<file path="src/rtl/fft_stage_ctrl_pkg.sv">
// Shared types and latency constants for the FFT stage controller.
// Latencies count cycles from an input pair to the matching registered output.
package fft_stage_ctrl_pkg;

    localparam int N_PT    = 32;
    localparam int TOT_LAT = 39;
    localparam int L1      = 8;
    localparam int L2      = 24;
    localparam int L3      = 32;
    localparam int L4      = 36;
    localparam int L5      = 38;

    typedef enum logic [1:0] {
        S_IDLE,
        S_RUN,
        S_FLUSH
    } state_t;

    typedef struct packed {
        logic       valid;
        logic       sop;
        logic [3:0] idx;
        logic [2:0] fid;
    } tag_t;

endpackage

</file>
<file path="src/rtl/fft_tag_pipe.sv">
// Frame-tag delay line; taps show the tag after any same-cycle frame clear,
// so the clear also hides the aborted frame from the consumers' registers.
module fft_tag_pipe
    import fft_stage_ctrl_pkg::*;
#(
    parameter int DEPTH = TOT_LAT - 1
) (
    input  logic             clk,
    input  logic             rst,
    input  tag_t             i_tag,
    input  logic             i_clr,
    input  logic [2:0]       i_clr_fid,
    output tag_t [DEPTH-1:0] o_tap,
    output logic             o_live
);

    tag_t [DEPTH-1:0] r_tag;
    tag_t [DEPTH-1:0] w_keep;

    always_comb begin
        w_keep = r_tag;
        o_live = 1'b0;
        for (int k = 0; k < DEPTH; k++) begin
            if (i_clr && r_tag[k].valid && r_tag[k].fid == i_clr_fid)
                w_keep[k] = '0;
            o_live = o_live | w_keep[k].valid;
        end
    end

    assign o_tap = w_keep;

    always_ff @(posedge clk or posedge rst) begin
        if (rst) begin
            r_tag <= '0;
        end else begin
            r_tag[0] <= i_tag;
            for (int k = 1; k < DEPTH; k++)
                r_tag[k] <= w_keep[k-1];
        end
    end

endmodule

</file>
<file path="src/rtl/fft_stage_ctrl.sv">
// Frame FSM plus per-stage butterfly/commutator/twiddle controls for a
// 5-stage pipelined FFT, all derived from a delayed frame-tag line.
module fft_stage_ctrl #(
    parameter int N_PT    = fft_stage_ctrl_pkg::N_PT,
    parameter int TOT_LAT = fft_stage_ctrl_pkg::TOT_LAT
) (
    input  logic       clk,
    input  logic       rst,
    input  logic       in_valid,
    input  logic       in_sop,
    output logic [4:0] state_com_mode,
    output logic [4:0] butter_mode,
    output logic [4:0] mul_mode,
    output logic [6:0] state_code,
    output logic [2:0] rom_8_counter,
    output logic       out_valid,
    output logic       out_sop,
    output logic       busy,
    output logic       frame_err
);
    import fft_stage_ctrl_pkg::*;

    localparam int         DEPTH    = TOT_LAT - 1;
    localparam int         FW       = $clog2(TOT_LAT);
    localparam logic [3:0] IDX_LAST = 4'(N_PT / 2 - 1);

    state_t        r_state, w_state;
    logic [3:0]    r_idx, w_idx;
    logic [2:0]    r_cur_fid, w_cur_fid;
    logic [2:0]    r_next_fid, w_next_fid;
    logic [FW-1:0] r_flush, w_flush;
    tag_t          w_push;
    logic          w_clr, w_err, w_start, w_live;
    tag_t [DEPTH-1:0] w_tap;
    tag_t          w_s1, w_s2, w_s3, w_s4, w_s5, w_out;
    logic          w_unused;

    always_comb begin
        w_state    = r_state;
        w_idx      = r_idx;
        w_cur_fid  = r_cur_fid;
        w_next_fid = r_next_fid;
        w_flush    = r_flush;
        w_push     = '0;
        w_clr      = 1'b0;
        w_err      = 1'b0;
        w_start    = 1'b0;
        unique case (r_state)
            S_IDLE: w_start = in_valid & in_sop;
            S_RUN: begin
                if (r_idx == IDX_LAST) begin
                    if (in_valid && in_sop) w_start = 1'b1;
                    else w_state = S_IDLE;
                end else if (in_valid) begin
                    // a stray sop mid-frame is carried as plain data
                    w_idx        = r_idx + 4'd1;
                    w_push.valid = 1'b1;
                    w_push.idx   = r_idx + 4'd1;
                    w_push.fid   = r_cur_fid;
                    w_err        = in_sop;
                end else begin
                    w_err   = 1'b1;
                    w_clr   = 1'b1;
                    w_state = S_FLUSH;
                    w_flush = FW'(TOT_LAT - 1);
                end
            end
            S_FLUSH: begin
                w_err = in_valid & in_sop;
                if (r_flush == '0) w_state = S_IDLE;
                else w_flush = r_flush - FW'(1);
            end
            default: w_state = S_IDLE;
        endcase
        if (w_start) begin
            w_state      = S_RUN;
            w_idx        = '0;
            w_cur_fid    = r_next_fid;
            w_next_fid   = r_next_fid + 3'd1;
            w_push.valid = 1'b1;
            w_push.sop   = 1'b1;
            w_push.fid   = r_next_fid;
        end
    end

    fft_tag_pipe #(
        .DEPTH(DEPTH)
    ) u_pipe (
        .clk      (clk),
        .rst      (rst),
        .i_tag    (w_push),
        .i_clr    (w_clr),
        .i_clr_fid(r_cur_fid),
        .o_tap    (w_tap),
        .o_live   (w_live)
    );

    // one tap early: the output register supplies the final cycle
    assign w_s1  = w_tap[L1-2];
    assign w_s2  = w_tap[L2-2];
    assign w_s3  = w_tap[L3-2];
    assign w_s4  = w_tap[L4-2];
    assign w_s5  = w_tap[L5-2];
    assign w_out = w_tap[TOT_LAT-2];

    assign w_unused = ^w_tap;

    always_ff @(posedge clk or posedge rst) begin
        if (rst) begin
            r_state        <= S_IDLE;
            r_idx          <= '0;
            r_cur_fid      <= '0;
            r_next_fid     <= '0;
            r_flush        <= '0;
            state_com_mode <= '0;
            butter_mode    <= '0;
            mul_mode       <= '0;
            state_code     <= '0;
            rom_8_counter  <= '0;
            out_valid      <= 1'b0;
            out_sop        <= 1'b0;
            busy           <= 1'b0;
            frame_err      <= 1'b0;
        end else begin
            r_state    <= w_state;
            r_idx      <= w_idx;
            r_cur_fid  <= w_cur_fid;
            r_next_fid <= w_next_fid;
            r_flush    <= w_flush;
            butter_mode <= {w_s5.valid, w_s4.valid, w_s3.valid,
                            w_s2.valid, w_s1.valid};
            mul_mode    <= {1'b0, w_s4.valid, w_s3.valid,
                            w_s2.valid, w_s1.valid};
            state_com_mode <= {w_s5.valid & w_s5.idx[0],
                               w_s4.valid & w_s4.idx[1],
                               w_s3.valid & w_s3.idx[2],
                               w_s2.valid & w_s2.idx[3],
                               1'b0};
            rom_8_counter <= w_s2.valid ? w_s2.idx[2:0] : 3'd0;
            state_code    <= w_s2.valid ? {w_s2.fid, w_s2.idx} : 7'd0;
            out_valid     <= w_out.valid;
            out_sop       <= w_out.valid & w_out.sop;
            busy          <= (w_state != S_IDLE) | w_push.valid | w_live;
            frame_err     <= w_err;
        end
    end

endmodule

</file>
<file path="config.mk">
export PLATFORM = sky130hd
export DESIGN_NAME = fft_stage_ctrl
export DESIGN_NICKNAME = d
export VERILOG_FILES = /design/src/rtl/fft_stage_ctrl_pkg.sv /design/src/rtl/fft_tag_pipe.sv /design/src/rtl/fft_stage_ctrl.sv
export SDC_FILE = /design/constraint.sdc
export NUM_CORES = 1
export LEC_CHECK = 0
export ABC_AREA = 1
export BUFFER_PORTS_ARGS = -buffer_cell sky130_fd_sc_hd__buf_2
export CAP_MARGIN = 20
export CORE_MARGIN = 4
export CORE_UTILIZATION = 65
export DETAILED_ROUTE_END_ITERATION = 7
export PLACE_DENSITY = 0.87
export SYNTH_ARGS = -nofsm -noshare
export SYNTH_HDL_FRONTEND = slang
export SYNTH_HIERARCHICAL = 1
export SYNTH_SLANG_ARGS = --single-unit
</file>
<file path="constraint.sdc">
create_clock -name clk -period 33.5 [get_ports clk]
set_clock_uncertainty 0.1 [all_clocks]
set_input_delay 3.35 -clock clk [delete_from_list [all_inputs] [get_ports clk]]
set_output_delay 3.35 -clock clk [all_outputs]
set_load 0.05 [all_outputs]
</file>
==> flow_summary.yaml <==
cells_and_area:
  drive_above_1_share_pct: 6.261
  final_cell_mix: "inv_1 (407), nor2_1 (404), nand2_1 (390)"
  fin_cells: 2053
  final_common_cell: "inv_1"
  nets: 1763
  areaGrowthSynthToFinish_pct: 10.35
  antenna_cells: 0
power_and_ir_drop:
  swShare_pct: 34.53
  static-leakage-power_nw: 9.045
  irDropWorstVdd_uv: 49.89
  p_int_uw: 876.5
  pwr-share-seq_pct: 44.1
  fin_total_pwr_mw: 1.339
  clockPowerShare_pct: 29.5
  p_per_area_nw_per_um2: 84.43
  p_comb_share_pct: 26.3
  power_switching_uw: 462.3
critical_path:
  critPathBufInv: 4
  critPathArrivalTime_ns: 5.58
  crit_type: "in2reg"
  critical_path_peak_fanout: 38
  cp.required_ns: 33.79
  crit_top_cell: "nand2_1"
  crit_chain: "buf_2, nor2_2, buf_4, nand2_1, inv_1, nand2_1, nor2_1, nand2_1, nand2_1, nand2_1, nor2_1, nand2_1, nor2_1, nand3_1, inv_1, nand4_1, a21oi_1, nand2_1"
  cpMaxStageDelayCell: "buf_4"
  cp-start-kind: "primary input"
  max_stage_delay_ns: 0.44
  critical-path-top-delay-family: "simple AND/OR/NAND/NOR gates"
  endpoint_kind: "register"
drt:
  routedWlPerCell_um: 13.84
  drtAntennaViolNets: 0
  totalWireLength_um: 28420
  first_pass_iters: 8
  drt-initial-drc-count: 961
  vias: 10330
  post_drt_via_cell_ratio: 5.032
  remaining_drc_errors: 0
global_routing:
  grt_first_pass_wirelength_um: 47990
  grt_pass1_vias: 10680
  grt_usage_pct: 24.12
  grt-ovfl-total: 0
  antenna_found_initial: 0
  grt_max_degree: 176
clock_network:
  cts.sinks: 353
  ctsLongestPathBuffers: 3
  clock_latency_ns: 0.51
  cts_hold_buf: 0
  cts_max_level: 2
  clkSlewWorstSetupHoldPaths_ns: 0.06
  cts_root_buf: "clkbuf_16"
  cts_tree: "done"
  cts_buffers: 35
  cts_setup_buffers: 0
  post_cts_resized: 0
die:
  rows: 54
  initial_utilization_pct: 66.05
  die-area_um2: 24550
  ios: 33
  core_area_um2: 21760
  die_w_um: 156.7
  dieHeight_um: 156.7
sta:
  fin_crit_ns: 5.285
  worst_pin_slew_ns: 1.075
  relSlewSlack_pct: 28.23
  finalSetupTns_ns: 0
  slew_violations: 0
  hold_viol: 0
  fin_crit_sh_pct: 15.78
  setup_viol: 0
  rsz0062_at_grt: "false"
  max_freq_mhz: 189.2
  holdWs_ns: 0.3643
placed_design:
  dp_cells: 1994
  port_buffers: 30
  hpwl_um: 17000
  gp_congestion: 0.8254
synthesis:
  avgSynthCellArea_um2: 8.369
  synthCells: 1717
  yosys_warnings: 6
  syn-cell-area_um2: 14370
hold_path:
  hold_path.class: "reg2reg"
run_status:
  status: "complete, no violations"
job:
  maxCapViolCount: 0
[final timing paths]
| check | endpoint | from | slack, ns | cells after the start |
|---|---|---|---|---|
| setup / recovery | busy$_DFF_PP0_ | in_valid | 28.22 | 18 |
| hold / removal | u_pipe/r_tag[104]$_DFF_PP0_ | u_pipe/r_tag[95]$_DFF_PP0_ | 0.36 | 2 |
| setup reg to reg | busy$_DFF_PP0_ | r_cur_fid[2]$_DFFE_PP0P_ | 30.09 | 16 |
| hold reg to reg | u_pipe/r_tag[104]$_DFF_PP0_ | u_pipe/r_tag[95]$_DFF_PP0_ | 0.36 | 2 |
| max in group asynchronous | u_pipe/r_tag[128]$_DFF_PP0_ | rst | 28.98 | 3 |
| min in group asynchronous | u_pipe/r_tag[304]$_DFF_PP0_ | rst | 2.91 | 2 |
[area by class of cell]
cell class                 count  area [µm²]
clock inverter                10       125.1
fill                        1466        5898
clock buffer                  49        1041
multi-input combinational    910        3735
sequential                   353        8833
tap                          280       350.3
inverter                     415        1565
timing repair buffer          36       207.7
[sequential cells by signal, summed over array words and instances, names as in the netlist]
| signal | cells |
|---|---|
| frame_err | 1 |
| out_sop | 1 |
| butter_mode | 5 |
| busy | 1 |
| u_pipe/r_tag | 316 |
| state_code | 4 |
| r_state | 2 |
| state_com_mode | 4 |
| r_flush | 6 |
| r_next_fid | 3 |
| rom_8_counter | 2 |
| r_cur_fid | 3 |
| r_idx | 4 |
| out_valid | 1 |
[worst min-delay path, delay by kind of cell, from the launching register on]
family / cells / cell delay, ns
flip-flops: 1 / 0.36
buffers and inverters: 1 / 0.05
AND/OR/NAND/NOR: 1 / 0.03
[stage by stage]
stage | area [µm²] | worst slack (ns) | util (%)
2_1_floorplan | 14370 | 21.31 | -
3_3_place_gp | 14690 | 27.98 | 67.53
3_5_place_dp | 14690 | 27.88 | 67.53
4_1_cts | 15860 | 28.29 | 72.89
5_1_grt | 15860 | 28.01 | 72.89
6_report | 15860 | 28.22 | 72.89
[power groups by stage]
stage / Combinational, mW / Clock (mW) / Sequential, mW
detailed placement: 0.341 / 0 / 0.594
global route: 0.399 / 0.419 / 0.601
finish: 0.353 / 0.395 / 0.591
floorplan: 0.263 / 0 / 0.591
global placement: 0.324 / 0 / 0.590
CTS: 0.350 / 0.401 / 0.590
[metal layers]
layer	wire length (µm)	vias to the layer above	GRT usage [%]
met5	0	-	0
met4	859	0	9.711
met3	1671	85	4.010
met2	14650	350	42.52
met1	11240	4977	29.83
li1	-	4918	-
Note: power is estimated with default switching activity, not from simulation.
